## config.mk

```make
export PLATFORM = sky130hd
export DESIGN_NAME = pipe_hazard_ctrl
export DESIGN_NICKNAME = d
export VERILOG_FILES = /design/src/rtl/pipe_hazard_ctrl.sv
export SDC_FILE = /design/constraint.sdc
export NUM_CORES = 1
export LEC_CHECK = 0
export BUFFER_PORTS_ARGS = -buffer_cell sky130_fd_sc_hd__buf_4
export CAP_MARGIN = 15
export CORE_MARGIN = 1.5
export CORE_UTILIZATION = 55
export CTS_CLUSTER_SIZE = 14
export DETAILED_ROUTE_END_ITERATION = 8
export PLACE_DENSITY = 0.82
export REMOVE_ABC_BUFFERS = 1
export SETUP_SLACK_MARGIN = 0.02
export SYNTH_ARGS = -nofsm -noshare
export SYNTH_HDL_FRONTEND = slang
export SYNTH_SLANG_ARGS = --single-unit
```

## constraint.sdc

```tcl
create_clock -name clk -period 3.6 [get_ports clk]
set_input_delay 0.18 -clock clk [delete_from_list [all_inputs] [get_ports clk]]
set_output_delay 0.18 -clock clk [all_outputs]
set_load 0.005 [all_outputs]
```

## src/rtl/pipe_hazard_ctrl.sv

```systemverilog
// Stall/flush control for a 5-stage pipeline with an EX/MEM write scoreboard and no forwarding.
// Latency: enables, flush and bubble are combinational in the same cycle; state and counters update on the falling edge.
// Backpressure: mem_busy freezes every stage; an RS/RT hazard holds PC and IF_ID while a bubble enters ID_EX.
`timescale 1ns/1ps
module pipe_hazard_ctrl #(
    parameter int REG_AW      = 6,
    parameter int MEM_TIMEOUT = 15,
    parameter int CNT_W       = 16
) (
    input  logic              clk,
    input  logic              rst,
    input  logic              id_valid,
    input  logic [REG_AW-1:0] id_rs_adr,
    input  logic [REG_AW-1:0] id_rt_adr,
    input  logic              id_uses_rs,
    input  logic              id_uses_rt,
    input  logic              id_regWrite,
    input  logic [REG_AW-1:0] id_wrAdr,
    input  logic              ex_redirect,
    input  logic              mem_busy,
    output logic              pc_en,
    output logic              if_id_en,
    output logic              id_ex_en,
    output logic              ex_mem_en,
    output logic              mem_wb_en,
    output logic              if_id_flush,
    output logic              id_ex_bubble,
    output logic [1:0]        state,
    output logic [CNT_W-1:0]  stall_cnt,
    output logic              mem_err
);

    typedef enum logic [1:0] {
        ST_RUN   = 2'd0,
        ST_HAZ   = 2'd1,
        ST_FLUSH = 2'd2,
        ST_MEMW  = 2'd3
    } state_t;

    localparam int                BUSY_W    = (MEM_TIMEOUT < 2) ? 1 : $clog2(MEM_TIMEOUT + 1);
    localparam logic [BUSY_W-1:0] BUSY_MAX  = BUSY_W'(MEM_TIMEOUT);
    localparam logic [BUSY_W-1:0] BUSY_LAST = BUSY_W'(MEM_TIMEOUT - 1);

    logic              ex_vld;
    logic [REG_AW-1:0] ex_adr;
    logic              mem_vld;
    logic [REG_AW-1:0] mem_adr;
    logic [BUSY_W-1:0] busy_cnt;
    state_t            state_q;
    state_t            act;
    logic              rs_hit;
    logic              rt_hit;
    logic              hazard;

    // WB is deliberately absent: the register file writes before it reads.
    assign rs_hit = (ex_vld  && (ex_adr  == id_rs_adr)) ||
                    (mem_vld && (mem_adr == id_rs_adr));
    assign rt_hit = (ex_vld  && (ex_adr  == id_rt_adr)) ||
                    (mem_vld && (mem_adr == id_rt_adr));
    assign hazard = id_valid && ((id_uses_rs && rs_hit) || (id_uses_rt && rt_hit));

    always_comb begin
        act = ST_RUN;
        if (rst)
            act = ST_RUN;
        else if (mem_busy)
            act = ST_MEMW;
        else if (ex_redirect)
            act = ST_FLUSH;
        else if (hazard)
            act = ST_HAZ;
    end

    always_comb begin
        pc_en        = 1'b1;
        if_id_en     = 1'b1;
        id_ex_en     = 1'b1;
        ex_mem_en    = 1'b1;
        mem_wb_en    = 1'b1;
        if_id_flush  = 1'b0;
        id_ex_bubble = 1'b0;
        case (act)
            ST_MEMW: begin
                pc_en     = 1'b0;
                if_id_en  = 1'b0;
                id_ex_en  = 1'b0;
                ex_mem_en = 1'b0;
                mem_wb_en = 1'b0;
            end
            ST_FLUSH: begin
                if_id_flush  = 1'b1;
                id_ex_bubble = 1'b1;
            end
            ST_HAZ: begin
                pc_en        = 1'b0;
                if_id_en     = 1'b0;
                id_ex_bubble = 1'b1;
            end
            default: ;
        endcase
    end

    assign state = state_q;

    // Same falling edge as the pipeline buffers, so the scoreboard tracks EX/MEM exactly.
    always_ff @(negedge clk) begin
        if (rst) begin
            ex_vld    <= 1'b0;
            ex_adr    <= '0;
            mem_vld   <= 1'b0;
            mem_adr   <= '0;
            state_q   <= ST_RUN;
            stall_cnt <= '0;
            busy_cnt  <= '0;
            mem_err   <= 1'b0;
        end else begin
            state_q <= act;
            case (act)
                ST_MEMW: ;
                ST_RUN: begin
                    mem_vld <= ex_vld;
                    mem_adr <= ex_adr;
                    ex_vld  <= id_valid && id_regWrite;
                    ex_adr  <= id_wrAdr;
                end
                default: begin
                    mem_vld <= ex_vld;
                    mem_adr <= ex_adr;
                    ex_vld  <= 1'b0;
                end
            endcase

            if (!pc_en && (stall_cnt != {CNT_W{1'b1}}))
                stall_cnt <= stall_cnt + CNT_W'(1);

            if (act == ST_MEMW) begin
                if (busy_cnt != BUSY_MAX)
                    busy_cnt <= busy_cnt + BUSY_W'(1);
                if (busy_cnt >= BUSY_LAST)
                    mem_err <= 1'b1;
            end else begin
                busy_cnt <= '0;
            end
        end
    end

endmodule
```

# Word-level counts from Yosys, hierarchy flattened

Index checks and enable logic that the tools add are counted.

Add/subtract/negate cells: 2
$lt $le $gt $ge: 1
Equal/unequal tests: 9
Multiplexer cells: 9
Bitwise gates (word level): 1
Reductions and logical operators: 17

Operators by type and width:

| kind                                                            | number |
|---|---|
| 6-bit == test                                                   | 4 |
| 16-bit by 1-bit adder with 16-bit output, second input constant | 1 |
| 16-bit != test, second input constant                           | 1 |
| 1-bit logical AND                                               | 9 |
| 2-bit 2-to-1 mux                                                | 3 |
| 2-bit OR reduction                                              | 3 |
| 1-bit 2-to-1 mux                                                | 5 |
| 4-bit by 1-bit adder with 4-bit output, second input constant   | 1 |
| 2-bit == test, second input constant                            | 2 |
| 4-bit >= comparator, second input constant                      | 1 |
| 4-bit != test, second input constant                            | 1 |
| 1-bit logical OR                                                | 3 |
| 2-bit by 1-bit == test with 1-bit output, second input constant | 1 |
| 2-bit logical NOT                                               | 1 |
| 1-bit one-hot mux with 2 select lines                           | 1 |
| 2-bit AND reduction                                             | 1 |
| 1-bit inverter                                                  | 1 |

Register bits: 37
Bits of input ports: 26
Word-level logic and storage cells: 47

# Logic depth before layout (Yosys ltp)

Gate-level depths: netlist (run 1).

Word-level depth: 13
Gate-level depth with buffers: 11
Mapped depth without buffers: 10

==> results of run 1 <==
==> worst max-delay path, delay by kind of cell, from the launching register on <==
| family | cells | cell delay, ns |
|---|---|---|
| compound gates | 2 | 0.52 |
| flops | 1 | 0.34 |
| simple gates | 2 | 0.28 |
| buf+inv | 2 | 0.27 |
| xor+xnor | 1 | 0.17 |
| fa+ha+maj | 1 | 0.15 |
==> path summary, 6_finish.rpt <==
| check | start | end | slack, ns | cells past startpoint |
|---|---|---|---|---|
| max reg2reg | stall_cnt[1] | stall_cnt[2] | 1.11 | 7 |
| max | mem_adr[4] | if_id_flush | -0.53 | 8 |
| min | mem_err | mem_err | 0.47 | 2 |
| min reg2reg | mem_err | mem_err | 0.47 | 2 |
==> state kept, by name, indices dropped and copies added (netlist names) <==
name	cells
state	2
mem_vld	1
mem_err	1
ex_vld	1
busy_cnt	4
stall_cnt	16
ex_adr	6
mem_adr	6
==> metal layers <==
layer	GRT usage, %	routed length, µm	up-vias
li1	-	-	1041
met3	10.0	506	28
met2	53.2	3240	141
met5	0	0	-
met4	15.5	186	0
met1	36.9	2650	1104
==> what timing repair did <==
item | in CTS | in global routing
hold buffers | 0 | 0
buffers inserted | 4 | 3
pin swaps | 9 | 8
gates resized for setup | 36 | 13
endpoints found under the setup margin | 7 | 28
==> cells in the mapped netlist (2+ instances only) <==
library cell / instances
ha_1: 6
buf_4: 3
nand3_1: 13
nand2_1: 10
a211oi_1: 2
buf_1: 3
nor2_1: 23
o21ai_0: 4
or4_1: 7
dfxtp_1: 37
nor2b_1: 5
and3_1: 3
o2111ai_1: 3
and2_1: 2
xnor2_1: 25
and4_1: 4
nand4_1: 7
a21oi_1: 14
mux2i_1: 13
inv_1: 15
o22a_1: 2
o31ai_1: 8
o41ai_1: 3
buf_2: 2
clkbuf_1: 3
mux2_2: 2
nor3_1: 3
==> power by group through the flow <==
stage	Clock, mW	Combinational [mW]	Sequential, mW
floorplan	0.0645	0.0589	0.441
global placement	0.0645	0.128	0.443
detailed placement	0.0645	0.131	0.443
CTS	0.424	0.149	0.437
global route	0.482	0.173	0.438
finish	0.431	0.164	0.438
==> final cells by class <==
type	count	share of cell area [%]
clock buffers	5	1.26
clock inverters	40	5.46
inverters	14	1.85
multi-input cells	168	43.0
flip-flops and latches	37	25.6
well taps	46	1.93
repair buffers	74	20.9
==> stage by stage <==
step / hold WS [ns] / instance area (µm²)
finish: 0.474 / 2980
global route: 0.504 / 2980
CTS: 0.447 / 2890
detailed placement: 0.441 / 2540
global placement: 0.436 / 2540
floorplan: 0.436 / 1950
==> cells by family (layout without fill, tap and decap cells) <==
logic type | Yosys count | count (layout) | share of synthesized area [%]
compound gates | 43 | 43 | 14.7
xor+xnor | 25 | 25 | 10.9
fa+ha+maj | 6 | 6 | 3.72
buf+inv | 27 | 133 | 6.08
flops | 37 | 37 | 36.7
mux | 15 | 15 | 7.57
simple gates | 79 | 79 | 20.3
==> flow_metrics.py, run 1 <==
metrics = {
    "status": {
        "outcome": "complete, but fails checks",
        "violations": "setup timing",
    },
    "worst_hold_path": {
        "holdCritPathClass": "reg -> reg",
    },
    "worst_setup_path": {
        "cpMostUsedCell": "buf_6",
        "critPathMaxStageDelay_ns": 0.34,
        "required_ns": 3.42,
        "worstSetupPathType": "reg -> out",
        "critPathMaxFanout": 4,
        "worst_path_max_delay_cell": "dfxtp_2",
        "critPathCaptureType": "primary output",
        "path_cells": "xnor2_2 -> nand4_1 -> o22a_1 -> o221ai_2 -> nand2_2 -> buf_6 -> ha_4 -> buf_6",
        "critical_path_arrival_ns": 3.95,
        "start_kind": "flop",
    },
    "final_layout": {
        "layout_commonest_cell": "buf_4",
        "fill_cells": 189,
        "antenna_cells": 0,
        "final_core_util_pct": 87.1,
        "multiInputGateArea_um2": 1280,
        "final_layout_size_suffix_gt1_share_pct": 34.0,
        "regArea_um2": 762,
        "instances_no_fill": 384,
        "final_cell_mix": "buf_4, inv_1, dfxtp_1",
        "areaGrowthSynthToFinish_pct": 47.6,
        "nets": 369,
    },
    "clock_network": {
        "numCtsBuffers": 5,
        "cts_tree": "yes",
        "cts_sinks": 37,
        "worstSkewPairLatency_ns": 0.45,
        "htreeDepth": 2,
        "clk_pin_slew_ns": 0.05,
        "clockBufferDepth": 2,
        "cts_root_buf": "clkbuf_4",
    },
    "global_route": {
        "grt_start_max_net_pins": 33,
        "grt_antenna_before_repair": 0,
        "grt_first_pass_wirelength_um": 10100,
        "grt_pass1_vias": 2204,
        "gr-total-overflow": 0,
        "grtUsageTotal_pct": 31.9,
    },
    "pwr": {
        "power_switching_uw": 384,
        "peakVddDrop_mv": 0.257,
        "powerDensity_nw_per_um2": 347,
        "power_mw": 1.03,
        "power.share.combinational_pct": 15.9,
        "power.internal_uw": 649,
        "seqPwrFrac_pct": 42.4,
        "p_leak_nw": 1.33,
        "swShare_pct": 37.2,
        "pwr-share-clk_pct": 41.7,
    },
    "drt": {
        "post_drt_wl_per_cell_um": 17.1,
        "antenna_left": 0,
        "drc_errors": 0,
        "via_count": 2314,
        "vias_per_cell": 6.03,
        "wl_um": 6580,
        "drt_pass1_iterations": 5,
        "drt_iter0_drc": 183,
    },
    "logic_synthesis": {
        "ys_seq_area_share_pct": 36.7,
        "synthesis.area_um2": 2020,
        "synth_area_leader_cell": "dfxtp_1",
        "ys_ff_latch": 37,
        "ys_top_cells_by_area": "dfxtp_1, xnor2_1, mux2i_1",
        "synthesis.instances": 232,
        "synth_top_area_share_pct": 36.7,
        "ys_types": 37,
        "async_reset_ff_share_pct": 0,
        "yosysWarnings": 0,
        "synth-edff-count": 0,
        "postSynthAreaPerCell_um2": 8.69,
        "synth-main-ff-cell": "dfxtp_1",
    },
    "floorplanning": {
        "die_y_um": 63.6,
        "core_area_um2": 3420,
        "floorplan.initialDensity_pct": 59.0,
        "row_count": 21,
        "io_pins": 52,
        "die_w_um": 63.6,
        "die_area_um2": 4040,
    },
    "timing": {
        "setup_violations": 17,
        "setup_slack_ns": -0.532,
        "finalSetupTns_ns": -3.81,
        "tightestPinTransition_ns": 0.635,
        "maxSlewHeadroom_pct": 57.2,
        "fin_worst_skew_ns": 0.0398,
        "slew_viol_final": 0,
        "rsz0062_at_grt": "true",
        "hold_violations": 0,
    },
    "run": {
        "cap_violations": 0,
    },
    "placement": {
        "gp_congestion": 0.885,
        "place_hpwl_um": 3600,
        "pre_cts_ws_ns": -0.321,
        "dp.cells": 333,
        "io_buffer_count": 51,
    },
}
No activity file was read; power rests on OpenSTA's default activity.
==> inputs of run 2 (changes only) <==
--- a/config.mk
+++ b/config.mk
@@ -11,7 +11,7 @@
 export CORE_UTILIZATION = 55
 export CTS_CLUSTER_SIZE = 14
 export DETAILED_ROUTE_END_ITERATION = 8
-export PLACE_DENSITY = 0.82
+export PLACE_DENSITY = 0.92
 export REMOVE_ABC_BUFFERS = 1
 export SETUP_SLACK_MARGIN = 0.02
 export SYNTH_ARGS = -nofsm -noshare
==> run 2 against run 1 <==
Against the previous run: the run still ends with setup timing left; largest cell class unchanged; global-route usage rose by 1.4 points; utilization rose by 3.2 points; final cell count rose by 0.78%; critical endpoint unchanged; die area did not move.
==> flow_metrics.py, run 2 (synthesized netlist as in run 1, its figures left out) <==
metrics = {
    "drt": {
        "via_count": 2448,
        "drt_iter0_drc": 254,
        "post_drt_wl_per_cell_um": 19.9,
        "vias_per_cell": 6.33,
        "drt_pass1_iterations": 7,
        "wl_um": 7690,
        "drc_errors": 0,
        "antenna_left": 0,
    },
    "pwr": {
        "powerDensity_nw_per_um2": 335,
        "peakVddDrop_mv": 0.293,
        "power_switching_uw": 392,
        "swShare_pct": 37.9,
        "seqPwrFrac_pct": 42.5,
        "pwr-share-clk_pct": 40.4,
        "power.internal_uw": 642,
        "power.share.combinational_pct": 17.1,
        "p_leak_nw": 1.37,
    },
    "floorplanning": {
        "die_area_um2": 4040,
        "floorplan.initialDensity_pct": 59.0,
        "row_count": 21,
        "io_pins": 52,
        "die_w_um": 63.6,
        "die_y_um": 63.6,
        "core_area_um2": 3420,
    },
    "placement": {
        "place_hpwl_um": 3890,
        "placed_cell_area_um2": 2510,
        "io_buffer_count": 51,
        "pre_cts_ws_ns": -0.365,
        "gp_congestion": 0.831,
    },
    "final_layout": {
        "reg_top3": "stall_cnt (16), ex_adr (6), mem_adr (6)",
        "largest_reg_flops": 16,
        "stdcell_area_um2": 3090,
        "layout_commonest_cell": "buf_4",
        "nets": 373,
        "final_layout_size_suffix_gt1_share_pct": 37.5,
        "areaGrowthSynthToFinish_pct": 53.0,
        "final_cell_mix": "buf_4, inv_1, dfxtp_1",
        "largest-register": "stall_cnt",
        "antenna_cells": 0,
    },
    "clock_network": {
        "cts_root_buf": "clkbuf_4",
        "cts_sinks": 37,
        "clk_pin_slew_ns": 0.09,
        "numCtsBuffers": 5,
        "cts_tree": "yes",
        "htreeDepth": 2,
        "clockBufferDepth": 2,
        "worstSkewPairLatency_ns": 0.47,
        "hold_buffers": 0,
    },
    "global_route": {
        "grt_pass1_vias": 2324,
        "grtUsageTotal_pct": 33.3,
        "grt_antenna_before_repair": 0,
        "grt_start_max_net_pins": 33,
        "grt_first_pass_wirelength_um": 10300,
        "gr-total-overflow": 0,
    },
    "worst_setup_path": {
        "start_kind": "flop",
        "critPathMaxFanout": 4,
        "r2r-end": "stall_cnt[2]",
        "critical_path_arrival_ns": 4.03,
        "required_ns": 3.42,
        "worstSetupPathType": "reg -> out",
        "crit_end": "if_id_flush",
        "reg2regPathDepth": 7,
        "rrSetupSlack_ns": 1.06,
        "r2r_start": "stall_cnt[0]",
        "critPathCaptureType": "primary output",
        "timing.critical_path.from": "ex_adr[2]",
    },
    "timing": {
        "tightestPinTransition_ns": 0.725,
        "slew_viol_final": 0,
        "fin_worst_skew_ns": 0.0633,
        "maxSlewHeadroom_pct": 51.2,
        "setup_violations": 18,
        "hold_violations": 0,
        "rsz0062_at_grt": "true",
        "setup_slack_ns": -0.610,
    },
    "status": {
        "violations": "setup timing",
        "outcome": "complete, but fails checks",
    },
    "run": {
        "cap_violations": 0,
    },
    "worst_hold_path": {
        "holdCritPathClass": "reg -> reg",
    },
}
## run 2: changes by cell type in the layout (fill, tap and decap cells not counted), sizes merged
| cell | delta |
|---|---|
| buf | +3 |
| clkbuf | +1 |
| clkinv | -1 |
| clkinvlp | +1 |
| inv | -1 |
## run 2: cell type report
type                    count  area [µm²]
multi-input cells         168        1360
flip-flops and latches     37         767
repair buffers             78         661
fillers                   133         329
clock inverters            39         148
well taps                  46        57.6
inverters                  14        55.1
clock buffers               5        37.5
## run 2: through the flow
step	util [%]	TNS, ns	power (mW)	instances	hold slack (ns)
after floorplan	-	-6.02	0.564	220	0.436
after global placement	73.4	-3.66	0.631	331	0.442
after detailed placement	73.4	-7.86	0.639	331	0.454
after CTS	84.9	-2.66	0.984	380	0.460
after global routing	90.4	-6.20	1.09	387	0.530
final	90.4	-4.87	1.03	387	0.526
## run 2: per-layer routing
metal  part of all wire [%]  up-vias  routed length (µm)  global-route usage, %
li1                       -     1056                   -                      -
met1                     36     1122                2730                   34.6
met2                     49      200                3730                   55.7
met3                    8.5       70                 654                   13.4
met4                    7.4        0                 572                   20.7
met5                      0        -                   0                      0
## run 2: worst max-delay path: stages, from the launching register on
cell	delay, ns
dfxtp_2	0.38
xnor2_2	0.22
nand3_1	0.15
o22a_1	0.23
o221ai_2	0.19
nand2_2	0.17
buf_6	0.17
ha_4	0.15
buf_6	0.11
## run 2: repair_timing
action	CTS	global route
pin swaps	13	17
gates resized for setup	41	24
setup endpoints to repair	13	25
setup buffers	6	7
cloned	0	1
hold endpoints to repair	0	0
## run 2: power groups by stage
stage	sequential, mW	combinational, mW	clock [mW]
floorplan	0.441	0.0589	0.0645
global placement	0.442	0.124	0.0645
detailed placement	0.443	0.131	0.0645
CTS	0.438	0.154	0.392
global route	0.439	0.183	0.467
finish	0.439	0.176	0.418
## run 2: how the worst min path moves through the flow
stage	start	end	slack (ns)	cells past startpoint
finish	stall_cnt[9]	stall_cnt[9]	0.53	2
global placement	mem_err	mem_err	0.44	2
floorplan	mem_err	mem_err	0.44	2
detailed placement	mem_err	mem_err	0.45	2
CTS	mem_err	mem_err	0.46	2
global route	mem_err	mem_err	0.53	2
==> inputs of run 3 (changes only) <==
--- a/config.mk
+++ b/config.mk
@@ -7,6 +7,7 @@
 export LEC_CHECK = 0
 export BUFFER_PORTS_ARGS = -buffer_cell sky130_fd_sc_hd__buf_4
 export CAP_MARGIN = 15
+export CORE_ASPECT_RATIO = 1.5
 export CORE_MARGIN = 1.5
 export CORE_UTILIZATION = 55
 export CTS_CLUSTER_SIZE = 14
==> run 3 against run 2 <==
Against the previous run: the flow still finishes with violations (setup timing); flip-flop and latch count stayed put; hold slack worse by 0.030 ns; register-to-register slack worse by 0.15 ns; final cell count is 0.78% lower; first-iteration DRC count is 19% lower; utilization is 3.4 points higher; non-clock buffer count stayed put; highest routed layer unchanged; via count is 1.7% higher; combinational power is 10% higher; final area is 4.8% higher.
==> flow_metrics.py, run 3 (synthesized netlist as in run 1, its figures left out) <==
metrics = {
    "clock_network": {
        "clk_pin_slew_ns": 0.06,
        "worstSkewPairLatency_ns": 0.42,
        "cts_sinks": 37,
        "cts_root_buf": "clkbuf_8",
        "hold_buffers": 0,
        "numCtsBuffers": 5,
        "htreeDepth": 2,
        "cts_tree": "yes",
        "clockBufferDepth": 2,
    },
    "placement": {
        "placed_cell_area_um2": 2520,
        "gp_congestion": 0.912,
        "place_hpwl_um": 3690,
        "io_buffer_count": 51,
        "dp.cells": 329,
    },
    "worst_setup_path": {
        "critPathCaptureType": "primary output",
        "critical_path_arrival_ns": 3.97,
        "critPathMaxStageDelay_ns": 0.34,
        "timing.critical_path.from": "ex_adr[3]",
        "path_cells": "xnor2_1 -> nand3_2 -> o22a_1 -> o221ai_2 -> nand2_2 -> inv_2 -> ha_4 -> inv_4 -> buf_6",
        "worstSetupPathType": "reg -> out",
        "critPathMaxFanout": 4,
        "start_kind": "flop",
        "worstSetupPathDepth": 9,
        "path_buf_inv": 3,
        "cpLargestDelayFamily": "compound AO/OA/AOI/OAI gates",
        "worst_path_max_delay_cell": "dfxtp_2",
        "required_ns": 3.42,
        "r2r_start": "stall_cnt[0]",
        "reg2regPathDepth": 7,
    },
    "drt": {
        "vias_per_cell": 6.48,
        "antenna_left": 0,
        "post_drt_wl_per_cell_um": 23.0,
        "drc_errors": 0,
        "via_count": 2489,
        "drt_iter0_drc": 206,
        "drt_pass1_iterations": 5,
        "wl_um": 8830,
    },
    "status": {
        "outcome": "complete, but fails checks",
        "violations": "setup timing",
    },
    "floorplanning": {
        "die_area_um2": 4050,
        "die_w_um": 52.4,
        "row_count": 26,
        "core_area_um2": 3450,
        "floorplan.initialDensity_pct": 58.5,
        "die_y_um": 77.2,
        "io_pins": 52,
    },
    "worst_hold_path": {
        "hold_depth": 2,
        "hold_start": "mem_err",
        "holdCritPathClass": "reg -> reg",
    },
    "final_layout": {
        "fill_cells": 109,
        "final_core_util_pct": 93.8,
        "antenna_cells": 0,
        "reg_top3": "stall_cnt (16), ex_adr (6), mem_adr (6)",
        "layout_commonest_cell": "buf_4",
        "largest_reg_flops": 16,
        "stdcell_area_um2": 3230,
        "largest-register": "stall_cnt",
        "nets": 373,
        "final_cell_mix": "buf_4, inv_1, dfxtp_1",
        "instances_no_fill": 384,
        "areaGrowthSynthToFinish_pct": 60.4,
        "final_layout_size_suffix_gt1_share_pct": 39.2,
    },
    "global_route": {
        "grt_first_pass_wirelength_um": 10400,
        "grt_start_max_net_pins": 33,
        "grt_pass1_vias": 2334,
        "grtUsageTotal_pct": 34.5,
        "gr-total-overflow": 0,
        "grt_antenna_before_repair": 0,
    },
    "timing": {
        "fin_worst_skew_ns": 0.0592,
        "holdWs_ns": 0.496,
        "finalSetupTns_ns": -7.38,
        "setup_violations": 32,
        "hold_violations": 0,
        "tightestPinTransition_ns": 0.743,
        "rsz0062_at_grt": "true",
        "slew_viol_final": 0,
        "maxSlewHeadroom_pct": 50.5,
        "setup_slack_ns": -0.552,
    },
    "pwr": {
        "peakVddDrop_mv": 0.497,
        "p_leak_nw": 1.44,
        "powerDensity_nw_per_um2": 404,
    },
    "run": {
        "cap_violations": 0,
    },
}
## run 3: changes by cell type in the layout (fill, tap and decap cells not counted), sizes merged
cell      change
bufinv        +2
clkinvlp      -1
## run 3: cell type report
cell class | instances | area (µm²) | share of cell area (%)
multi-input combinational | 168 | 1410 | 43.7
sequential | 37 | 768 | 23.8
timing repair buffer | 78 | 673 | 20.8
clock inverter | 40 | 203 | 6.27
clock buffer | 5 | 68.8 | 2.13
inverter | 14 | 55.1 | 1.70
tap | 42 | 52.6 | 1.62
## run 3: worst paths after layout
kind | endpoint | slack, ns
setup / recovery | id_ex_en | -0.55
hold reg to reg | mem_err | 0.50
setup reg to reg | stall_cnt[2] | 0.91
hold / removal | mem_err | 0.50
## run 3: routing by layer
layer | share of wire (%) | GRT usage, % | routed length, µm | up-vias
met5 | 0 | 0 | 0 | -
li1 | - | - | - | 1059
met1 | 34 | 33.8 | 2980 | 1154
met2 | 49 | 59.0 | 4340 | 215
met4 | 7.5 | 24.1 | 665 | 0
met3 | 9.6 | 9.73 | 849 | 61
## run 3: what timing repair did
action	in CTS	in global routing
resized for setup	43	32
endpoints found under the hold margin	0	0
setup buffers	7	5
pin swaps	17	10
endpoints found under the setup margin	7	28
cloned	0	2
## run 3: metrics by stage
step | total power [mW] | setup slack [ns]
finish | 1.31 | -0.552
floorplan | 0.564 | -0.456
detailed placement | 0.638 | -0.265
global route | 1.35 | -0.711
CTS | 1.20 | -0.336
global placement | 0.634 | -0.189
## run 3: tightest hold or removal path, stage by stage, from the launching register on
cell and delay, ns:
dfxtp_1 0.32, inv_1 0.06, a21oi_1 0.07
## run 3: power breakdown
group          switching [mW]  total, mW  internal, mW
clock                   0.343      0.673         0.330
combinational          0.0881      0.194         0.106
sequential             0.0187      0.441         0.422
total                   0.449       1.31         0.859
